## config.mk

```make
export PLATFORM = sky130hd
export DESIGN_NAME = odelay_load_seq
export DESIGN_NICKNAME = d
export VERILOG_FILES = /design/src/rtl/odelay_load_pkg.sv /design/src/rtl/odelay_shadow_regs.sv /design/src/rtl/odelay_load_seq.sv
export SDC_FILE = /design/constraint.sdc
export NUM_CORES = 1
export LEC_CHECK = 0
export CAP_MARGIN = 20
export CELL_PAD_IN_SITES_DETAIL_PLACEMENT = 1
export CELL_PAD_IN_SITES_GLOBAL_PLACEMENT = 2
export CORE_MARGIN = 4
export CORE_UTILIZATION = 38
export DETAILED_ROUTE_END_ITERATION = 8
export GPL_TIMING_DRIVEN = 0
export PLACE_DENSITY = 0.88
export SLEW_MARGIN = 15
export SYNTH_ARGS = -nofsm -noshare
export SYNTH_HDL_FRONTEND = slang
export SYNTH_SLANG_ARGS = --single-unit
```

## constraint.sdc

```tcl
create_clock -name clk -period 3.6 [get_ports clk]
set_clock_uncertainty 0.1 [all_clocks]
set_input_delay 0.9 -clock clk [delete_from_list [all_inputs] [get_ports clk]]
set_output_delay 0.9 -clock clk [all_outputs]
set_load 0.05 [all_outputs]
```

## src/rtl/odelay_load_pkg.sv

```systemverilog
// Shared definitions for the odelay load sequencer: delay bus width, FSM states and
// a helper that sizes the guard/hold counter.
package odelay_load_pkg;

  localparam int unsigned DELAY_W = 5;

  typedef enum logic [1:0] {
    ST_IDLE  = 2'd0,
    ST_GUARD = 2'd1,
    ST_SET   = 2'd2,
    ST_HOLD  = 2'd3
  } state_e;

  // Width able to hold max(a, b); never less than 1 bit.
  function automatic int unsigned cnt_width(input int unsigned a, input int unsigned b);
    int unsigned m;
    int unsigned w;
    m = (a > b) ? a : b;
    w = 1;
    while ((32'd1 << w) <= m) w++;
    return w;
  endfunction

endpackage

```

## src/rtl/odelay_shadow_regs.sv

```systemverilog
// Shadow copy of every lane's tap value: one write port, one registered read port,
// synchronous reset to DELAY_INIT.
module odelay_shadow_regs
  import odelay_load_pkg::*;
#(
  parameter int unsigned NUM_LANES  = 10,
  parameter int unsigned LANE_W     = 4,
  parameter int unsigned DELAY_INIT = 0
) (
  input  logic               clk,
  input  logic               rst,
  input  logic               wr_en,
  input  logic [LANE_W-1:0]  wr_lane,
  input  logic [DELAY_W-1:0] wr_data,
  input  logic [LANE_W-1:0]  rd_lane,
  output logic [DELAY_W-1:0] rd_data
);

  logic [DELAY_W-1:0] mem_q [NUM_LANES];
  logic [DELAY_W-1:0] mem_d [NUM_LANES];
  logic [DELAY_W-1:0] rd_q, rd_d;

  // Reads see the table before this cycle's write; out-of-range reads return DELAY_INIT.
  always_comb begin
    mem_d = mem_q;
    rd_d  = DELAY_W'(DELAY_INIT);
    for (int unsigned i = 0; i < NUM_LANES; i++) begin
      if (wr_en && (wr_lane == LANE_W'(i))) mem_d[i] = wr_data;
      if (rd_lane == LANE_W'(i)) rd_d = mem_q[i];
    end
  end

  always_ff @(posedge clk) begin
    if (rst) begin
      for (int unsigned i = 0; i < NUM_LANES; i++) mem_q[i] <= DELAY_W'(DELAY_INIT);
      rd_q <= DELAY_W'(DELAY_INIT);
    end else begin
      mem_q <= mem_d;
      rd_q  <= rd_d;
    end
  end

  assign rd_data = rd_q;

endmodule

```

## src/rtl/odelay_load_seq.sv

```systemverilog
// Sequencer for a bank of odelay_pipe lanes: per-lane ld pulses on load commands and a
// guarded, common set pulse on apply, with a shadow table for readback.
module odelay_load_seq
  import odelay_load_pkg::*;
#(
  parameter int unsigned NUM_LANES    = 10,
  parameter int unsigned LANE_W       = 4,
  parameter int unsigned DELAY_INIT   = 0,
  parameter int unsigned GUARD_CYCLES = 2,
  parameter int unsigned HOLD_CYCLES  = 4
) (
  input  logic                 clk,
  input  logic                 rst,
  input  logic                 cmd_valid,
  output logic                 cmd_ready,
  input  logic                 cmd_apply,
  input  logic [LANE_W-1:0]    cmd_lane,
  input  logic [DELAY_W-1:0]   cmd_delay,
  output logic [DELAY_W-1:0]   dly_out,
  output logic [NUM_LANES-1:0] ld_out,
  output logic                 set_out,
  output logic [NUM_LANES-1:0] pending,
  output logic                 done,
  output logic                 err,
  input  logic [LANE_W-1:0]    rd_lane,
  output logic [DELAY_W-1:0]   rd_delay
);

  localparam int unsigned CNT_W = cnt_width(GUARD_CYCLES, HOLD_CYCLES);

  state_e               state_q, state_d;
  logic [CNT_W-1:0]     cnt_q, cnt_d;
  logic [DELAY_W-1:0]   dly_q, dly_d;
  logic [NUM_LANES-1:0] ld_q, ld_d;
  logic [NUM_LANES-1:0] pending_q, pending_d;
  logic                 set_q, set_d;
  logic                 done_q, done_d;
  logic                 err_q, err_d;

  logic accept;
  logic lane_ok;
  logic load_ok;

  assign cmd_ready = (state_q == ST_IDLE) && !rst;
  assign accept    = cmd_valid && cmd_ready;
  assign lane_ok   = (32'(cmd_lane) < NUM_LANES);
  assign load_ok   = accept && !cmd_apply && lane_ok;

  always_comb begin
    state_d   = state_q;
    cnt_d     = cnt_q;
    dly_d     = dly_q;
    ld_d      = '0;
    pending_d = pending_q;
    set_d     = 1'b0;
    done_d    = 1'b0;
    err_d     = 1'b0;
    case (state_q)
      ST_IDLE: begin
        if (accept) begin
          if (cmd_apply) begin
            state_d = ST_GUARD;
            cnt_d   = CNT_W'(GUARD_CYCLES - 1);
          end else if (lane_ok) begin
            dly_d = cmd_delay;
            for (int unsigned i = 0; i < NUM_LANES; i++) begin
              if (cmd_lane == LANE_W'(i)) begin
                ld_d[i]      = 1'b1;
                pending_d[i] = 1'b1;
              end
            end
          end else begin
            err_d = 1'b1;
          end
        end
      end
      ST_GUARD: begin
        if (cnt_q == '0) begin
          state_d   = ST_SET;
          set_d     = 1'b1;
          pending_d = '0;
        end else begin
          cnt_d = cnt_q - 1'b1;
        end
      end
      ST_SET: begin
        if (HOLD_CYCLES == 0) begin
          state_d = ST_IDLE;
          done_d  = 1'b1;
        end else begin
          state_d = ST_HOLD;
          cnt_d   = CNT_W'(HOLD_CYCLES - 1);
        end
      end
      ST_HOLD: begin
        if (cnt_q == '0) begin
          state_d = ST_IDLE;
          done_d  = 1'b1;
        end else begin
          cnt_d = cnt_q - 1'b1;
        end
      end
      default: state_d = ST_IDLE;
    endcase
  end

  always_ff @(posedge clk) begin
    if (rst) begin
      state_q   <= ST_IDLE;
      cnt_q     <= '0;
      dly_q     <= '0;
      ld_q      <= '0;
      pending_q <= '0;
      set_q     <= 1'b0;
      done_q    <= 1'b0;
      err_q     <= 1'b0;
    end else begin
      state_q   <= state_d;
      cnt_q     <= cnt_d;
      dly_q     <= dly_d;
      ld_q      <= ld_d;
      pending_q <= pending_d;
      set_q     <= set_d;
      done_q    <= done_d;
      err_q     <= err_d;
    end
  end

  odelay_shadow_regs #(
    .NUM_LANES  (NUM_LANES),
    .LANE_W     (LANE_W),
    .DELAY_INIT (DELAY_INIT)
  ) u_shadow (
    .clk     (clk),
    .rst     (rst),
    .wr_en   (load_ok),
    .wr_lane (cmd_lane),
    .wr_data (cmd_delay),
    .rd_lane (rd_lane),
    .rd_data (rd_delay)
  );

  assign dly_out = dly_q;
  assign ld_out  = ld_q;
  assign set_out = set_q;
  assign pending = pending_q;
  assign done    = done_q;
  assign err     = err_q;

endmodule

```

# Yosys cells after proc, flatten, opt, wreduce, memory -nomap -nowiden
# Index checks and enable logic that the tools add are counted.
[op_classes] bitwise=6 n_mux=46 addsub=1 n_reduce_logical=39 eq_ne=38 magnitude_cmp=1
[ops] op="$reduce_and A6 Y1" count=10
[ops] op="$mux W5" count=10
[ops] op="$mux W10" count=4
[ops] op="$eq A4 B3 Y1 const B" count=8
[ops] op="$mux W1" count=22
[ops] op="$ne A2 B1 Y1 const B" count=10
[ops] op="$pmux W10 S2" count=1
[ops] op="$eq A4 B2 Y1 const B" count=4
[ops] op="$eq A4 B4 Y1 const B" count=4
[ops] op="$logic_and A1 B1 Y1" count=14
[ops] op="$ne A2 B2 Y1 const B" count=7
[ops] op="$mux W3" count=3
[ops] op="$pmux W3 S3" count=1
[ops] op="$eq A4 B1 Y1 const B" count=2
[ops] op="$logic_not A4 Y1" count=2
[ops] op="$mux W2" count=4
[ops] op="$pmux W2 S4" count=1
[ops] op="$reduce_and A4 Y1" count=2
[ops] op="$not A1 Y1" count=6
[ops] op="$reduce_or A2 Y1" count=3
[ops] op="$reduce_or A5 Y1" count=1
[ops] op="$eq A2 B2 Y1 const B" count=2
[ops] op="$lt A4 B4 Y1 const B" count=1
[ops] op="$reduce_or A4 Y1" count=1
[ops] op="7 further kinds" count=8
[word_totals] wordCells=159 input_bits=17 reg_bits=88 output_inout_bits=34

# Logic depth before layout (Yosys ltp)
# Gate-level depths: netlist (run 1).
[depth] word_depth=11 ltp_mapped=8 mapped_depth_nobuf=6

# Cells and area by module
# A second synthesis (run 1) with hierarchy kept.
[unflattened] cells_unflattened=456 hier_area_um2=4135.2
[modules_own_cells] mod="odelay_shadow_regs" seq_area_each_um2=1101.1 instances=1 area_per_inst_um2=2585.0 cells_per_inst=285
[modules_own_cells] mod="odelay_load_seq" seq_area_each_um2=660.6 instances=1 area_per_inst_um2=1550.2 cells_per_inst=171

# Worst setup path before layout (run 1)
# Ideal clock, no wire load.
[synth_timing] path_kind="input port to output port" start="in rst" end="out cmd_ready" t_arrival_ns=1.982 path_stages=3 setup_slack_ns=0.618 path_buffers=2 required_ns=2.600 cell_sequence="buf_1 > clkbuf_1 > nor2_1"
[synth_between] elab_chain_cells=2
[synth_lines] element="start, declared" line_no="odelay_load_seq.sv:13" rtl="input logic rst,"
[synth_lines] element="$logic_not A1 Y1" line_no="odelay_load_seq.sv:44" rtl="assign cmd_ready = (state_q == ST_IDLE) && !rst;"
[synth_lines] element="$logic_and A1 B1 Y1" line_no="odelay_load_seq.sv:44"
[synth_lines] element="end, declared" line_no="odelay_load_seq.sv:15" rtl="output logic cmd_ready,"
# Every way passes these cells.

# Worst setup path in the final report (run 1)
# Ends and elaborated chain as after synthesis.

==> results of run 1 <==
## synth_stat cells, drive strengths merged
library cell  number
nor4b              7
o22ai              3
o21ai              8
and4b              1
nor4               2
a21o               1
nand2b             3
a32oi              1
a32o              10
a211oi             5
a21oi              9
a2bb2oi            1
nor2b              2
and4bb             5
nand4b             1
and2               2
a22oi              2
mux2i             52
o221a              1
nand3             16
mux4               5
mux2               4
inv               21
a221o              4
buf               12
ha                 7
nand2             11
or2                1
o221ai             3
o211ai            11
nor3b              3
dfxtp             88
nor2              61
o31ai              1
clkbuf            14
nand3b             2
nand4bb            1
nor3               2
## flip-flops by register name, indices dropped and copies added, names as in the netlist
register,flops
cnt_q,3
dly_out,5
done,1
err,1
ld_out,10
pending,10
set_out,1
state_q,2
u_shadow.mem_q,50
u_shadow.rd_data,5
## logic make-up after synthesis
family	count (synthesis)	share of synthesized area [%]
AOI/OAI and AO/OA	60	11.7
adders and majority gates	7	2.22
buffers and inverters	47	5.51
DFF	88	44.6
muxes	61	17.2
and+or+nand+nor	120	18.8
## area by class of cell
| cell class | count | area, µm² |
|---|---|---|
| fill | 1118 | 5180 |
| clock buffer | 10 | 138 |
| multi-input combinational | 248 | 1970 |
| sequential | 88 | 1760 |
| buffer | 26 | 141 |
| tap | 133 | 166 |
| clock inverter | 6 | 42.5 |
| inverter | 21 | 78.8 |
| timing repair buffer | 48 | 482 |
## tightest hold or removal path, cell delays in order (launching register included)
cell	delay, ns
sky130_fd_sc_hd__dfxtp_1	0.32
sky130_fd_sc_hd__nand2_1	0.05
sky130_fd_sc_hd__a21oi_1	0.05
## power breakdown
part	switching, mW	internal, mW
combinational	0.378	0.199
clock	0.375	0.271
sequential	0.0265	1.00
## routing by layer
layer,routed length [µm],share of wire [%]
met1,4850,46
met2,5290,50
met3,304,2.9
met4,152,1.4
met5,0,0
## timing repair
item                                    CTS  global route
endpoints found under the setup margin    1             0
gates resized for setup                   5             0
setup buffers                             0             0
## placed cells by master (no fill, tap or decap), types with 9 or more instances in the layout
cell type,n
sky130_fd_sc_hd__clkbuf_1,12
sky130_fd_sc_hd__nand2_1,10
sky130_fd_sc_hd__nor2_1,61
sky130_fd_sc_hd__dfxtp_1,88
sky130_fd_sc_hd__nand3_2,10
sky130_fd_sc_hd__clkdlybuf4s50_1,47
sky130_fd_sc_hd__inv_1,21
sky130_fd_sc_hd__a21oi_1,9
sky130_fd_sc_hd__mux2i_1,52
sky130_fd_sc_hd__a32o_1,10
sky130_fd_sc_hd__o211ai_1,11
sky130_fd_sc_hd__clkbuf_8,10
## path summary, 6_finish.rpt
| path | start | endpoint | depth (start not counted) |
|---|---|---|---|
| worst max-delay path | rst | cmd_ready | 5 |
| worst min-delay path | dly_out[0]$_SDFFE_PP0P_ | dly_out[0]$_SDFFE_PP0P_ | 2 |
| worst max register to register | state_q[0]$_SDFFE_PP0P_ | pending[3]$_SDFFE_PP0P_ | 5 |
| worst min register to register | dly_out[0]$_SDFFE_PP0P_ | dly_out[0]$_SDFFE_PP0P_ | 2 |
## stage by stage
| step | utilization, % | area (µm²) |
|---|---|---|
| 2_1_floorplan | - | 3950 |
| 3_3_place_gp | 46.2 | 4590 |
| 3_5_place_dp | 46.2 | 4590 |
| 4_1_cts | 48.0 | 4780 |
| 5_1_grt | 48.0 | 4780 |
| 6_report | 48.0 | 4780 |
==> summary.md, run 1 <==
| Metric | Value |
|---|---|
| DRT Wirelength | 10600 µm |
| Number of instances in the synthesized netlist | 383 |
| Worst-skew pair later-pin latency | 0.36 ns |
| Die height | 110 µm |
| Die width | 110 µm |
| Syn. warnings | 0 |
| Period utilisation layout | 98.0% |
| Wire length of the first global-routing pass | 16800 µm |
| Standard cell core area | 0.00995 mm² |
| Number of buffers added by the clock tree synthesis step | 9 |
| Peak clock frequency supported by timing | 284 MHz |
| Reported max-cap violation count | 0 |
| Post-layout net count | 466 |
| Largest driver fanout on the critical path | 10 |
| Number of buffers and inverters on the critical path | 4 |
| Final Setup Violations | 0 |
| Total count of hold-check failures in the final report | 0 |
| Gate family responsible for the most delay along the worst path | buffers and inverters |
| Non-filler cells, final | 580 |
| Critical path class | in2out |
| PortBufs | 48 |
| TNS Setup | 0 ns |
| Leakage power total | 2.10 nW |
| Clk pin slew, worst setup/hold paths | 0.09 ns |
| Number of primary I/O pins | 51 |
| Final worst slack | 0.0737 ns |
| Slew headroom | 53.6% |
| Power after layout | 2.25 mW |
| Clock Root Buffer | sky130_fd_sc_hd__clkbuf_8 |
| Setup repair after global routing missed its margin | no |
| Tightest Hold Check Type | reg2reg |
| Global routing usage on met3 | 2.76% |
| Post-DR wirelength/cell | 18.3 µm |
| Most area-hungry cell type in the Yosys netlist | sky130_fd_sc_hd__dfxtp_1 |
| Number of buffers added to fix hold violations after cts | 0 |
| Total routing resource utilization after global routing | 18.3% |
| Detailed Routing Iterations Pass 1 | 4 |
| CTS tree | done |
| Detailed-route vias per instance | 5.39 |
| Flops & latches, synth | 88 |
| CP peak stage delay | 0.58 ns |
| Global route overflow | 0 |
| Synth-to-Final Area Change | 21.0% |
| Final Max Tran Viols | 0 |
| # diodes | 0 |
| Crit path DAT | 2.53 ns |
| Die Area | 0.0121 mm² |
| Power density relative to cell area | 472 mW/mm² |
| Fraction of final layout cells with drive strength greater than 1 | 14.5% |
| Critical path, cell by cell | clkdlybuf4s50_1 -> buf_2 -> clkbuf_2 -> nor2_1 -> clkdlybuf4s15_2 |
| Clock sink count | 88 |
| Most utilized layer in the global route result | met2 |
| Sequential share of the synthesized area | 44.6% |
| DR iter-0 viols | 123 |
| Detailed Place HPWL | 7840 µm |
| Critical Path Slowest Stage Cell | sky130_fd_sc_hd__clkdlybuf4s50_1 |
| Sort of element at the end of the critical path | primary output |
| Worst vdd ir | 199 µV |
| M1 GR Usage | 23.3% |
| Final weighted congestion of routability-driven global placement | 0.756 |
| Number of vias after detailed routing | 3126 |
| Clock Path Buffers | 2 |
| Area of the mapped netlist | 0.00395 mm² |
| Hold slack final | 0.363 ns |
| Site row count | 36 |
| Via count of the first global-routing pass | 3204 |
| Unique masters post-synth | 50 |
| Portion of synthesized cell area occupied by the leading cell type | 44.6% |
| DRC violations left | 0 |
| GR met2 Demand/Resource | 31.4% |
| Depth of the CTS H-tree | 3 |
| Type of origin of the critical path | input port |
| Count of placed standard cells including taps | 564 |
| Slew of the pin with the lowest slew margin | 0.694 ns |
| Main area contributors after synthesis | sky130_fd_sc_hd__dfxtp_1 45%, sky130_fd_sc_hd__mux2i_1 13%, sky130_fd_sc_hd__nor2_1 5.8% |
| Flop-to-flop setup slack | 1.45 ns |
| Run status | finished clean |
| Routed Antenna Nets | 0 |
| Initial Util | 39.7% |
| Place WS | -0.719 ns |
| Pin count of the biggest net entering global routing | 16 |
| Period minus WS final | 3.53 ns |
| Number of antenna violations at the first check in global routing | 0 |
| Worst endpoint required time | 2.60 ns |
| Synth Net Count | 407 |
| Mapped Avg Cell Area | 10.3 µm² |
No activity file was read; power rests on OpenSTA's default activity.
==> inputs of run 2 (changes only) <==
Settings changed: CORE_UTILIZATION 38 to 32, PLACE_DENSITY 0.88 to 0.8.
Clock period 3.6 ns to 2.95 ns, I/O delays scaled along.
==> summary.md, run 2 (synthesis results as in run 1) <==
| Metric | Value |
|---|---|
| Run status | finished clean |
| Clock Path Buffers | 2 (unchanged) |
| Combined area of the multi-input logic cells | 0.00197 mm² (unchanged) |
| Worst R2R Start | state_q[0]$_SDFFE_PP0P_ |
| Peak clock frequency supported by timing | 354 MHz |
| Final Max Tran Viols | 0 (unchanged) |
| Final weighted congestion of routability-driven global placement | 0.768 (+1.5%) |
| CP Launch Point | rst |
| Finished layout cell area | 0.00497 mm² (+4.0%) |
| Period utilisation layout | 95.7% |
| Die Area | 0.0142 mm² (+17%) |
| Standard cell core area | 0.0121 mm² (+21%) |
| DRC violations left | 0 (unchanged) |
| Total area of sequential cells | 0.00176 mm² (unchanged) |
| Synth-to-Final Area Change | 25.9% |
| Worst vdd ir | 262 µV (+32%) |
| Type of origin of the critical path | input port |
| Number of primary I/O pins | 51 (unchanged) |
| Sort of element at the end of the critical path | primary output |
| Post-detailed-placement cell area | 0.00464 mm² (+0.95%) |
| Period minus WS final | 2.82 ns |
| Largest driver fanout on the critical path | 19 (+9) |
| Via count of the first global-routing pass | 3080 (-3.9%) |
| Net switching power of the design | 0.937 mW (+20%) |
| Clock sink count | 88 (unchanged) |
| Largest register FFs | 50 (unchanged) |
| Setup repair after global routing missed its margin | no |
| Source of the worst hold timing path | dly_out[3]$_SDFFE_PP0P_ |
| Wire length of the first global-routing pass | 16700 µm (-0.61%) |
| Power density relative to cell area | 653 mW/mm² (+39%) |
| Fraction of final layout cells with drive strength greater than 1 | 13.7% (-0.80 points) |
| Reg with most FFs | u_shadow.mem_q |
| Site row count | 40 (+11%) |
| Reported max-cap violation count | 0 (unchanged) |
| TNS Setup | 0 ns (unchanged) |
| Power after layout | 3.25 mW (+44%) |
| # diodes | 0 (unchanged) |
| Number of buffers added to fix hold violations after cts | 0 (unchanged) |
| Switching share of power | 28.9% (-5.7 points) |
| Post-layout net count | 464 (-0.43%) |
| Post-DR wirelength/cell | 17.0 µm (-7.0%) |
| Routed Antenna Nets | 0 (unchanged) |
| Leakage power total | 2.17 nW (+3.4%) |
| Crit path DAT | 1.99 ns (-0.54 ns) |
| Path depth of the worst reg2reg path | 8 (+3) |
| Clock network power share | 40.1% (+11 points) |
| Slew of the pin with the lowest slew margin | 0.678 ns (-0.0161 ns) |
| Detailed Place HPWL | 7890 µm (+0.69%) |
| Die height | 119 µm (+8.3%) |
| Critical path class | in2out |
| Total routing resource utilization after global routing | 15.0% (-3.4 points) |
| Die width | 119 µm (+8.3%) |
| Place WS | -1.13 ns (-0.409 ns) |
| Int Power | 2.31 mW (+57%) |
| Total count of hold-check failures in the final report | 0 (unchanged) |
| Final Setup Violations | 0 (unchanged) |
| Initial Util | 32.7% (-6.9 points) |
| Filler instances | 1358 (+21%) |
| Commonest cells after routing, fill and taps aside | 88 x sky130_fd_sc_hd__dfxtp_1, 61 x sky130_fd_sc_hd__nor2_1, 52 x sky130_fd_sc_hd__mux2i_1 |
| Slew headroom | 54.7% (+1.1 points) |
| Tightest Hold Check Type | reg2reg |
| Global route overflow | 0 (unchanged) |
| Number of setup buffers added after CTS | 0 (unchanged) |
| Pin count of the biggest net entering global routing | 20 (+4) |
| Worst-skew pair later-pin latency | 0.33 ns (-0.03 ns) |
| Relative contribution of combinational cells to total power | 21.1% (-4.5 points) |
| Instance count along the most critical hold path | 2 (unchanged) |
| Final worst slack | 0.125 ns (+0.0518 ns) |
| Detailed Routing Iterations Pass 1 | 5 (+1) |
| Share of total power in sequential cells | 38.8% (-6.9 points) |
| Depth of the CTS H-tree | 3 (unchanged) |
| Clock Root Buffer | sky130_fd_sc_hd__clkbuf_16 |
| Number of vias after detailed routing | 3100 (-0.83%) |
| DRT Wirelength | 10400 µm (-1.8%) |
| Clk pin slew, worst setup/hold paths | 0.06 ns (-0.03 ns) |
| Number of buffers added by the clock tree synthesis step | 9 (unchanged) |
| Number of antenna violations at the first check in global routing | 0 (unchanged) |
| Worst endpoint required time | 2.11 ns (-0.49 ns) |
| Most common cell after layout, fill and taps aside | sky130_fd_sc_hd__dfxtp_1 |
| DR iter-0 viols | 257 (+110%) |
| PortBufs | 48 (unchanged) |
| Detailed-route vias per instance | 5.07 (-6.0%) |
| CTS tree | done |
| Flop-to-flop setup slack | 0.79 ns (-0.66 ns) |
[run 2: stage by stage]
| step | hold WS (ns) | utilization (%) | std cells |
|---|---|---|---|
| 3_5_place_dp | 0.351 | 38.5 | 599 |
| 6_report | 0.357 | 41.2 | 612 |
| 4_1_cts | 0.363 | 41.2 | 612 |
| 3_3_place_gp | 0.345 | 38.5 | 599 |
| 5_1_grt | 0.368 | 41.2 | 612 |
| 2_1_floorplan | 0.336 | - | 383 |
[run 2: final cells by class]
cell class	instances	share of cell area [%]
multi-input cells	248	39.6
flip-flops and latches	88	35.4
repair buffers	48	9.57
clock buffers	12	4.96
well taps	168	4.23
plain buffers	24	2.79
clock inverters	3	1.81
inverters	21	1.59
[run 2: power groups by stage]
stage	Sequential [mW]	Clock [mW]	Combinational [mW]
after floorplan	1.32	0	0.466
after global placement	1.28	0	0.681
after detailed placement	1.29	0	0.704
after CTS	1.26	1.33	0.692
after global routing	1.27	1.38	0.761
final	1.26	1.30	0.685
[run 2: layer usage]
layer	vias to the layer above	wire length (µm)	GRT usage (%)	share of wire (%)
met2	45	5200	25.4	50
met5	-	0	0	0
met4	0	50	4.13	0.48
li1	1484	-	-	-
met3	5	338	3.09	3.3
met1	1566	4810	19.3	46
[run 2: path summary, 6_finish.rpt]
kind	to
worst max-delay path	cmd_ready
worst min-delay path	dly_out[3]$_SDFFE_PP0P_
worst max register to register	u_shadow.mem_q[36]$_SDFFE_PP0P_
worst min register to register	dly_out[3]$_SDFFE_PP0P_
[run 2: repair_timing]
item,CTS,global route
endpoints found under the setup margin,1,0
endpoints found under the hold margin,0,0
resized for setup,8,0
[run 2: worst max-delay path, stage by stage]
cell,delay (ns)
sky130_fd_sc_hd__clkdlybuf4s50_1,0.56
sky130_fd_sc_hd__buf_6,0.25
sky130_fd_sc_hd__nor2_1,0.14
sky130_fd_sc_hd__buf_2,0.29
==> inputs of run 3 (changes only) <==
Settings changed: CTS_CLUSTER_DIAMETER set to 50, SLEW_MARGIN 15 to 20.
==> results of run 3 <==
The final DEF is identical to that of run 2; final timing and power are the same.
